$ cat config.mk
export PLATFORM = sky130hd
export DESIGN_NAME = clock_set_ctrl_flat
export DESIGN_NICKNAME = d
export VERILOG_FILES = /design/src/rtl/clock_set_ctrl_pkg.sv /design/src/rtl/clock_set_ctrl_if.sv /design/src/rtl/clock_set_ctrl_btn_debounce_edge.sv /design/src/rtl/clock_set_ctrl.sv /design/src/flat_wrapper.sv
export SDC_FILE = /design/constraint.sdc
export NUM_CORES = 1
export LEC_CHECK = 0
export CORE_MARGIN = 2
export CORE_UTILIZATION = 53
export CTS_BUF_LIST = sky130_fd_sc_hd__clkbuf_4 sky130_fd_sc_hd__clkbuf_8 sky130_fd_sc_hd__clkbuf_16
export DETAILED_ROUTE_END_ITERATION = 10
export PLACE_DENSITY = 0.7
export SETUP_SLACK_MARGIN = 0.4
export SLEW_MARGIN = 40
export SYNTH_ARGS = -nofsm -noshare
export SYNTH_HDL_FRONTEND = slang
export SYNTH_SLANG_ARGS = --single-unit
$ cat constraint.sdc
create_clock -name clk -period 1.9 [get_ports clk]
set_input_delay 0.57 -clock clk [delete_from_list [all_inputs] [get_ports clk]]
set_output_delay 0.57 -clock clk [all_outputs]
set_load 0.01 [all_outputs]
$ cat src/rtl/clock_set_ctrl_pkg.sv
// Shared field encodings and state type for the clock/calendar setting controller.
// The field code doubles as the FSM state so field_sel comes straight from the state register.
package clock_set_pkg;

   localparam logic [2:0] FIELD_RUN   = 3'd0;
   localparam logic [2:0] FIELD_HOUR  = 3'd1;
   localparam logic [2:0] FIELD_MIN   = 3'd2;
   localparam logic [2:0] FIELD_DAY   = 3'd3;
   localparam logic [2:0] FIELD_MONTH = 3'd4;
   localparam logic [2:0] FIELD_YEAR  = 3'd5;
   localparam int         FIELD_LAST  = 5;

   typedef enum logic [2:0] {
      ST_RUN   = FIELD_RUN,
      ST_HOUR  = FIELD_HOUR,
      ST_MIN   = FIELD_MIN,
      ST_DAY   = FIELD_DAY,
      ST_MONTH = FIELD_MONTH,
      ST_YEAR  = FIELD_YEAR
   } state_e;

   function automatic state_e next_field(input state_e s);
      if (s == state_e'(FIELD_LAST)) begin
         return ST_RUN;
      end else begin
         return state_e'(s + 3'd1);
      end
   endfunction

endpackage

$ cat src/rtl/clock_set_ctrl_if.sv
// Front-panel buttons in, field select / edit strobes out.
interface clock_set_ctrl_if;

   logic       btn_mode;
   logic       btn_up;
   logic       btn_down;
   logic [2:0] field_sel;
   logic       run_en;
   logic       inc_pulse;
   logic       dec_pulse;
   logic       sec_clr;

   modport master (
      output btn_mode, btn_up, btn_down,
      input  field_sel, run_en, inc_pulse, dec_pulse, sec_clr
   );

   modport slave (
      input  btn_mode, btn_up, btn_down,
      output field_sel, run_en, inc_pulse, dec_pulse, sec_clr
   );

endinterface

$ cat src/rtl/clock_set_ctrl_btn_debounce_edge.sv
// One button: 2-flop synchronizer, stable-count debouncer and a registered one-cycle press.
module btn_debounce_edge #(
   parameter int DEBOUNCE_CYCLES = 4
) (
   input  logic clk,
   input  logic rst_n,
   input  logic btn_i,
   output logic level_o,
   output logic press_o
);

   localparam int            CW      = (DEBOUNCE_CYCLES > 1) ? $clog2(DEBOUNCE_CYCLES) : 1;
   localparam logic [CW-1:0] CNT_MAX = CW'(DEBOUNCE_CYCLES - 1);

   logic [1:0]    sync_q;
   logic [CW-1:0] cnt_q, cnt_d;
   logic          db_q, db_d;
   logic          db_dly_q;
   logic          press_q;

   // the level only flips after the synchronized input disagrees for DEBOUNCE_CYCLES samples
   always_comb begin
      cnt_d = cnt_q;
      db_d  = db_q;
      if (sync_q[1] == db_q) begin
         cnt_d = '0;
      end else if (cnt_q == CNT_MAX) begin
         db_d  = sync_q[1];
         cnt_d = '0;
      end else begin
         cnt_d = cnt_q + CW'(1);
      end
   end

   always_ff @(posedge clk) begin
      if (!rst_n) begin
         sync_q   <= 2'b00;
         cnt_q    <= '0;
         db_q     <= 1'b0;
         db_dly_q <= 1'b0;
         press_q  <= 1'b0;
      end else begin
         sync_q   <= {sync_q[0], btn_i};
         cnt_q    <= cnt_d;
         db_q     <= db_d;
         db_dly_q <= db_q;
         press_q  <= db_q & ~db_dly_q;
      end
   end

   assign level_o = db_q;
   assign press_o = press_q;

endmodule

$ cat src/rtl/clock_set_ctrl.sv
// Edit-mode sequencer: debounced MODE/UP/DOWN drive field selection, inc/dec strobes and timeout.
// Optional auto-repeat on held UP/DOWN is built when CLOCK_SET_AUTO_REPEAT_EN is defined.
module clock_set_ctrl
   import clock_set_pkg::*;
#(
   parameter int DEBOUNCE_CYCLES = 4,
   parameter int HOLD_CYCLES     = 50_000_000,
   parameter int REPEAT_CYCLES   = 10_000_000,
   parameter int TIMEOUT_CYCLES  = 500_000_000
) (
   input logic             clk,
   input logic             rst_n,
   clock_set_ctrl_if.slave bus
);

   localparam int            TW      = (TIMEOUT_CYCLES > 1) ? $clog2(TIMEOUT_CYCLES) : 1;
   localparam logic [TW-1:0] TMO_MAX = TW'(TIMEOUT_CYCLES - 1);

   logic mode_lvl_s, mode_p_s, up_lvl_s, up_p_s, dn_lvl_s, dn_p_s;
   logic mode_ev_s, rep_fire_s;

   btn_debounce_edge #(.DEBOUNCE_CYCLES(DEBOUNCE_CYCLES)) u_db_mode (
      .clk(clk), .rst_n(rst_n), .btn_i(bus.btn_mode), .level_o(mode_lvl_s), .press_o(mode_p_s));
   btn_debounce_edge #(.DEBOUNCE_CYCLES(DEBOUNCE_CYCLES)) u_db_up (
      .clk(clk), .rst_n(rst_n), .btn_i(bus.btn_up), .level_o(up_lvl_s), .press_o(up_p_s));
   btn_debounce_edge #(.DEBOUNCE_CYCLES(DEBOUNCE_CYCLES)) u_db_down (
      .clk(clk), .rst_n(rst_n), .btn_i(bus.btn_down), .level_o(dn_lvl_s), .press_o(dn_p_s));

   // a press strobe is always accompanied by a high level; qualifying keeps the level in use
   assign mode_ev_s = mode_p_s & mode_lvl_s;

   state_e        state_q, state_d;
   logic [TW-1:0] tmo_q, tmo_d;
   logic          run_en_q, run_en_d;
   logic          inc_q, inc_d, dec_q, dec_d, sec_q, sec_d;

`ifdef CLOCK_SET_AUTO_REPEAT_EN
   localparam int            RMAX     = (HOLD_CYCLES > REPEAT_CYCLES) ? HOLD_CYCLES : REPEAT_CYCLES;
   localparam int            RW       = (RMAX > 1) ? $clog2(RMAX) : 1;
   localparam logic [RW-1:0] HOLD_LIM = RW'(HOLD_CYCLES - 1);
   localparam logic [RW-1:0] REP_LIM  = RW'(REPEAT_CYCLES - 1);

   logic [RW-1:0] rep_q, rep_d;
   logic          rep_first_q, rep_first_d;

   // hold timer restarts on any press, on MODE, in RUN, and unless exactly one of UP/DOWN is held
   always_comb begin
      rep_d       = rep_q;
      rep_first_d = rep_first_q;
      rep_fire_s  = 1'b0;
      if ((state_q == ST_RUN) || mode_ev_s || up_p_s || dn_p_s || (up_lvl_s == dn_lvl_s)) begin
         rep_d       = '0;
         rep_first_d = 1'b1;
      end else if (rep_q == (rep_first_q ? HOLD_LIM : REP_LIM)) begin
         rep_fire_s  = 1'b1;
         rep_d       = '0;
         rep_first_d = 1'b0;
      end else begin
         rep_d = rep_q + RW'(1);
      end
   end

   always_ff @(posedge clk) begin
      if (!rst_n) begin
         rep_q       <= '0;
         rep_first_q <= 1'b1;
      end else begin
         rep_q       <= rep_d;
         rep_first_q <= rep_first_d;
      end
   end
`else
   assign rep_fire_s = 1'b0;
`endif

   // priority in an edit state: MODE, then UP/DOWN press, then repeat, then idle timeout
   always_comb begin
      state_d = state_q;
      tmo_d   = tmo_q;
      inc_d   = 1'b0;
      dec_d   = 1'b0;
      sec_d   = 1'b0;
      case (state_q)
         ST_RUN: begin
            tmo_d = '0;
            if (mode_ev_s) begin
               state_d = ST_HOUR;
               sec_d   = 1'b1;
            end else begin
               state_d = ST_RUN;
            end
         end
         ST_HOUR, ST_MIN, ST_DAY, ST_MONTH, ST_YEAR: begin
            if (mode_ev_s) begin
               state_d = next_field(state_q);
               tmo_d   = '0;
            end else if (up_p_s || dn_p_s) begin
               tmo_d = '0;
               inc_d = up_p_s & ~dn_p_s;
               dec_d = dn_p_s & ~up_p_s;
            end else if (rep_fire_s) begin
               tmo_d = '0;
               inc_d = up_lvl_s;
               dec_d = dn_lvl_s;
            end else if (tmo_q == TMO_MAX) begin
               state_d = ST_RUN;
               tmo_d   = '0;
            end else begin
               tmo_d = tmo_q + TW'(1);
            end
         end
         default: begin
            state_d = ST_RUN;
            tmo_d   = '0;
         end
      endcase
      run_en_d = (state_d == ST_RUN);
   end

   always_ff @(posedge clk) begin
      if (!rst_n) begin
         state_q  <= ST_RUN;
         tmo_q    <= '0;
         run_en_q <= 1'b1;
         inc_q    <= 1'b0;
         dec_q    <= 1'b0;
         sec_q    <= 1'b0;
      end else begin
         state_q  <= state_d;
         tmo_q    <= tmo_d;
         run_en_q <= run_en_d;
         inc_q    <= inc_d;
         dec_q    <= dec_d;
         sec_q    <= sec_d;
      end
   end

   assign bus.field_sel = state_q;
   assign bus.run_en    = run_en_q;
   assign bus.inc_pulse = inc_q;
   assign bus.dec_pulse = dec_q;
   assign bus.sec_clr   = sec_q;

endmodule
$ cat src/flat_wrapper.sv
// flat-port wrapper written by rule: the top's interface ports become plain ports
module clock_set_ctrl_flat import clock_set_pkg::*;
#(
   parameter int DEBOUNCE_CYCLES = 4,
   parameter int HOLD_CYCLES     = 50_000_000,
   parameter int REPEAT_CYCLES   = 10_000_000,
   parameter int TIMEOUT_CYCLES  = 500_000_000
)
  (clk, rst_n, bus_btn_mode, bus_btn_up, bus_btn_down, bus_field_sel, bus_run_en, bus_inc_pulse, bus_dec_pulse, bus_sec_clr);
  clock_set_ctrl_if bus_i ();
  input logic clk;
  input logic rst_n;
  input wire logic [$bits(bus_i.btn_mode)-1:0] bus_btn_mode;
  input wire logic [$bits(bus_i.btn_up)-1:0] bus_btn_up;
  input wire logic [$bits(bus_i.btn_down)-1:0] bus_btn_down;
  output wire logic [$bits(bus_i.field_sel)-1:0] bus_field_sel;
  output wire logic [$bits(bus_i.run_en)-1:0] bus_run_en;
  output wire logic [$bits(bus_i.inc_pulse)-1:0] bus_inc_pulse;
  output wire logic [$bits(bus_i.dec_pulse)-1:0] bus_dec_pulse;
  output wire logic [$bits(bus_i.sec_clr)-1:0] bus_sec_clr;
  assign bus_i.btn_mode = bus_btn_mode;
  assign bus_i.btn_up = bus_btn_up;
  assign bus_i.btn_down = bus_btn_down;
  assign bus_field_sel = bus_i.field_sel;
  assign bus_run_en = bus_i.run_en;
  assign bus_inc_pulse = bus_i.inc_pulse;
  assign bus_dec_pulse = bus_i.dec_pulse;
  assign bus_sec_clr = bus_i.sec_clr;
  clock_set_ctrl #(.DEBOUNCE_CYCLES(DEBOUNCE_CYCLES), .HOLD_CYCLES(HOLD_CYCLES), .REPEAT_CYCLES(REPEAT_CYCLES), .TIMEOUT_CYCLES(TIMEOUT_CYCLES)) u_core (.clk(clk), .rst_n(rst_n), .bus(bus_i));
endmodule
==> qor.csv, run 1 <==
metric,value,unit
ios,12,
worstPathArrival,2.23,ns
ctsHtreeMaxLevel,3,
drtAntennaViolNets,0,
reg2regPathDepth,5,
power.total,2.49,mW
rows,24,
dpl_cell_area,2860,um2
die_w,71.2,um
ys_seq_area_frac,0.477,
synth_edf_count,0,
nFillCells,294,
top_layer,met4,
synth_flop_cell,dfxtp_1,
seqCellArea,1150,um2
dieHeight,71.2,um
hpwl,3520,um
clock_skew,0.0105,ns
cts_root_buffer,clkbuf_8,
routed_wl,5440,um
path_clk_slew,0.07,ns
vdd_drop_max,0.000800,V
final_nets,337,
most-common-layout-cells,"dfxtp_1, buf_4, nand2_1",
fin_area,3340,um2
finalNonFillerCells,385,
synth_top_area_share,0.477,
synth_largest_area_cell,dfxtp_1,
worst_slack,-0.109,ns
outcome,"finished, violations left",
finalSetupTns,-1.50,ns
hold_path.class,reg2reg,
r2r-end,u_core.bus.field_sel[0]$_SDFF_PN0_,
min_period_over_period,1.06,
syn_nets,275,
holdWs,0.391,ns
grt_usage,0.225,
hold_viol_final,0,
cp-end-kind,flip-flop,
final_common_cell,dfxtp_1,
drc,0,
worst_slew_pin_slew,0.387,ns
finalSetupViolCount,18,
grt_pass1_vias,1986,
areaGrowthSynthToFinish,39.7,%
ys_ff_latch,57,
clock_latency,0.34,ns
dieArea,5060,um2
clk_path_buf_depth,2,
synthArstFlopShare,0,
violations,negative setup slack,
fmax,0.498,GHz
synth_area_leaders,"dfxtp_1, xnor2_1, nor2_1",
start_kind,flip-flop,
place_ws,-0.625,ns
r2r-start,u_core.tmo_q[20]$_SDFF_PP0_,
post-place-cells,363,
num_vias,2154,
grt_pass1_wl,8850,um
hold_path.startpoint,u_core.u_db_up.db_dly_q$_SDFF_PN0_,
final_layout_size_suffix_gt1_frac,0.327,
slowest_delay,0.54,ns
slew_headroom,0.740,
wl_met3,220,um
p_leak,1.21,nW
cts_sinks,57,
synth_warnings,0,
diodes,0,
tritoncts,yes,
fin_crit,2.01,ns
finish.utilization,0.767,
worst_path_most_repeated_cell,or4_4,
path_class,reg2reg,
syn_area_per_cell,8.98,um2
core_area,4350,um2
final_max_slew_viol_count,0,
rsz0062_at_grt,yes,
netlist_instances,266,
detail_route.first_pass.iterations,4,
path_cells,or4_4 -> nor3_4 -> nand4_1 -> or4_4 -> a22o_1,
hold_depth,1,
cp_max_fo,4,
p_per_area,747,nW/um2
crit_required,2.12,ns
syn-cell-area,2390,um2
gp_congestion,0.809,
grt_max_degree,16,
portBuffers,11,
drt_iter0_markers,162,
start_util,0.549,
r2r_slack,-0.11,ns
holdPathEnd,u_core.u_db_up.press_o$_SDFF_PN0_,
overflow,0,
routedLengthMet1,2490,um
drt-wirelength-per-cell,14.1,um
drv_cap,0,
antenna_found_initial,0,
dr_wl_met2,2630,um
multi_input_area,1340,um2
cp_slowest_cell,or4_4,
synth_cell_types,47,
cts_buffers,9,
vias_per_cell,5.59,
[worst max path at each step]
stage | slack (ns) | start | to | depth (start not counted)
after floorplan | -0.08 | rst_n | u_core.tmo_q[14]$_SDFF_PP0_ | 5
after global placement | -0.56 | rst_n | u_core.tmo_q[5]$_SDFF_PP0_ | 7
after detailed placement | -0.62 | rst_n | u_core.tmo_q[26]$_SDFF_PP0_ | 6
after CTS | -0.13 | u_core.tmo_q[9]$_SDFF_PP0_ | u_core.bus.field_sel[0]$_SDFF_PN0_ | 5
after global routing | -0.18 | u_core.tmo_q[20]$_SDFF_PP0_ | u_core.tmo_q[15]$_SDFF_PP0_ | 7
final | -0.11 | u_core.tmo_q[20]$_SDFF_PP0_ | u_core.bus.field_sel[0]$_SDFF_PN0_ | 5
[power breakdown]
part           internal, mW  total [mW]  switching (mW)
combinational        0.0174      0.0295          0.0121
sequential             1.20        1.21         0.00323
clock                 0.756        1.26           0.501
total                  1.98        2.49           0.516
[critical path, delay by kind of cell (launching register included)]
family,cells,cell delay [ns]
AO/OA/AOI/OAI,1,0.20
flip-flops,1,0.32
AND/OR/NAND/NOR,4,1.38
[area by class of cell]
class                      instances  area share
inverter                           8     0.00900
sequential                        57       0.343
clock buffer                      10      0.0394
clock inverter                     6      0.0277
tap                               52      0.0195
multi-input combinational        191       0.403
timing repair buffer              61       0.159
[cell usage after synthesis (all sizes together) (4+ instances only)]
library cell	instances
and2	11
xnor2	15
nand4	7
nor2	31
nor3	13
or4	5
clkbuf	8
ha	4
and3	5
a21oi	8
o21ai	5
mux2i	4
dfxtp	57
nand3	12
nor4	8
a31oi	4
xor2	4
nand2	24
inv	7
[logic make-up after synthesis]
kind of cell,Yosys count,share of synthesized area
adder cells (fa/ha/maj),4,0.0209
AND/OR/NAND/NOR,137,0.310
flip-flops,57,0.477
AO/OA/AOI/OAI,27,0.0728
XOR/XNOR,19,0.0696
multiplexers,4,0.0168
buffers and inverters,18,0.0319
[routing by layer]
metal	global-route usage	vias up
li1	-	1066
met1	0.284	1024
met2	0.348	53
met3	0.0712	11
met4	0.109	0
met5	0	-
[registers in the layout (all words and copies together) (netlist names), 2 cells and up]
| register | flops |
|---|---|
| u_core.u_db_mode.cnt_q | 2 |
| u_core.u_db_down.sync_q | 2 |
| u_core.u_db_up.cnt_q | 2 |
| u_core.tmo_q | 29 |
| u_core.u_db_mode.sync_q | 2 |
| u_core.bus.field_sel | 3 |
| u_core.u_db_down.cnt_q | 2 |
| u_core.u_db_up.sync_q | 2 |
[timing repair]
item                                    CTS  global route
hold buffers                              0             0
pin swaps                                 6            13
endpoints found under the setup margin   44            37
gates resized for setup                  35            29
gates cloned                              0             1
setup buffers                             5             0
Power figures use the tool's default switching activity.
==> run 2: changes to the inputs <==
GPL_TIMING_DRIVEN = 0   (was unset)
==> run 2 against run 1 <==
Compared with the run above: the run still ends with negative setup slack left; clock skew decreased by 0.0060 ns; critical path type unchanged; largest power group is now registers; largest cell class unchanged; clock-buffer cell count up 1; worst hold slack got worse by 0.011 ns.
==> qor.csv, run 2 (same netlist as run 1, synthesis figures left out) <==
metric,value,unit,change
rsz0062_at_grt,yes,,unchanged
drt-wirelength-per-cell,14.5,um,was 14.1 um
path_clk_slew,0.06,ns,was 0.07 ns
holdWs,0.380,ns,was 0.391 ns
portBuffers,11,,unchanged
fin_crit,1.92,ns,was 2.01 ns
grt_max_degree,11,,was 16
p_clk_frac,0.480,,was 0.504
hold_path.startpoint,u_core.u_db_up.db_dly_q$_SDFF_PN0_,,unchanged
worst_slew_pin_slew,0.418,ns,was 0.387 ns
vias_per_cell,5.65,,was 5.59
drc,0,,unchanged
dieArea,5060,um2,unchanged
ios,12,,unchanged
slew_headroom,0.721,,was 0.740
drt_iter0_markers,102,,was 162
start_kind,flip-flop,,unchanged
die_w,71.2,um,unchanged
cts_sinks,57,,unchanged
netSwitchingPower,499,uW,was 516 uW
antenna_found_initial,0,,unchanged
clock_skew,0.00440,ns,was 0.0105 ns
finalSetupViolCount,3,,was 18
cts_root_buffer,clkbuf_8,,unchanged
dieHeight,71.2,um,unchanged
violations,negative setup slack,,unchanged
r2r_slack,-0.02,ns,was -0.11 ns
ctsHtreeMaxLevel,3,,unchanged
rows,24,,unchanged
worstPathArrival,2.15,ns,was 2.23 ns
num_vias,2040,,was 2154
top_register,u_core.tmo_q,,unchanged
routed_wl,5220,um,was 5440 um
hpwl,3100,um,was 3520 um
p_leak,1.11,nW,was 1.21 nW
grt_pass1_vias,1818,,was 1986
crit_start,u_core.tmo_q[14]$_SDFF_PP0_,,was u_core.tmo_q[20]$_SDFF_PP0_
hold_buffers,0,,unchanged
crit_required,2.13,ns,was 2.12 ns
final_common_cell,dfxtp_1,,unchanged
diodes,0,,unchanged
clock_latency,0.34,ns,about the same
start_util,0.549,,unchanged
clk_path_buf_depth,2,,unchanged
grt_usage,0.221,,was 0.225
p_per_area,764,nW/um2,was 747 nW/um2
drtAntennaViolNets,0,,unchanged
fin_area,3090,um2,was 3340 um2
hold_path.class,reg2reg,,unchanged
combPwrFrac,0.012,,about the same
gp_congestion,0.786,,was 0.809
tritoncts,yes,,unchanged
vdd_drop_max,0.000498,V,was 0.000800 V
fmax,0.522,GHz,was 0.498 GHz
dpl_cell_area,2580,um2,was 2860 um2
path_class,reg2reg,,unchanged
most-common-layout-cells,"dfxtp_1, nor2_1, nand2_1",,"was dfxtp_1, buf_4, nand2_1"
final_layout_size_suffix_gt1_frac,0.259,,was 0.327
final_nets,313,,was 337
largest_reg_flops,29,,unchanged
detail_route.first_pass.iterations,4,,unchanged
areaGrowthSynthToFinish,29.5,%,was 39.7%
multi_input_area,1320,um2,was 1340 um2
cp_max_fo,6,,was 4
power.total,2.37,mW,was 2.49 mW
cp-end-kind,flip-flop,,unchanged
hold_viol_final,0,,unchanged
final_max_slew_viol_count,0,,unchanged
power_switching_share,0.211,,was 0.207
grt_pass1_wl,8510,um,was 8850 um
r2r-start,u_core.tmo_q[14]$_SDFF_PP0_,,was u_core.tmo_q[20]$_SDFF_PP0_
seqCellArea,1160,um2,was 1150 um2
p_int,1.87,mW,was 1.98 mW
worst_slack,-0.0165,ns,was -0.109 ns
nFillCells,329,,was 294
cts_buffers,9,,unchanged
power_frac_seq,0.508,,was 0.484
overflow,0,,unchanged
drv_cap,0,,unchanged
core_area,4350,um2,unchanged
outcome,"finished, violations left",,unchanged
min_period_over_period,1.01,,was 1.06
run 2: per-stage QoR:
step	TNS (ns)	std cells	utilization	setup WS, ns
4_1_cts	-0.174	358	0.689	-0.0948
3_5_place_dp	-23.57	329	0.593	-0.934
3_3_place_gp	-23.48	329	0.593	-0.916
6_report	-0.0355	361	0.711	-0.0165
5_1_grt	-1.36	361	0.711	-0.121
2_1_floorplan	-0.160	266	-	-0.0771
run 2: final timing paths:
kind,to,depth (start not counted)
max,u_core.tmo_q[27]$_SDFF_PP0_,6
min,u_core.u_db_up.press_o$_SDFF_PN0_,1
max reg2reg,u_core.tmo_q[27]$_SDFF_PP0_,6
min reg2reg,u_core.u_db_up.press_o$_SDFF_PN0_,1
run 2: critical path: stages (launching register included):
cell and delay [ns]:
dfxtp_2 0.37, nand4_1 0.24, or4_1 0.58, clkbuf_2 0.19, nor4_4 0.23, xnor2_1 0.15, nor2_1 0.05
run 2: metal layers:
layer,vias up,global-route usage,wire length [um]
li1,1018,-,-
met1,950,0.303,2420
met2,59,0.308,2350
met3,13,0.0513,312
met4,0,0.145,138
met5,-,0,0
run 2: layout make-up:
cell class / instances / share of cell area
Multi-Input combinational cell: 191 / 0.425
Sequential cell: 57 / 0.375
Timing Repair Buffer: 27 / 0.0728
Clock buffer: 11 / 0.0469
Buffer: 10 / 0.0315
Tap cell: 52 / 0.0210
Clock inverter: 5 / 0.0178
Inverter: 8 / 0.00970
run 2: what timing repair did:
action	4_1_cts	5_1_grt
endpoints found under the setup margin	44	36
buffers inserted	11	3
cloned	2	0
pin swaps	7	2
resized for setup	44	27
run 2: power groups by stage:
stage / clock, mW / sequential, mW / combinational, mW
finish: 1.13 / 1.20 / 0.0278
global route: 1.22 / 1.20 / 0.0318
CTS: 1.16 / 1.21 / 0.0274
detailed placement: 0 / 1.23 / 0.0268
global placement: 0 / 1.23 / 0.0261
floorplan: 0 / 1.23 / 0.0136
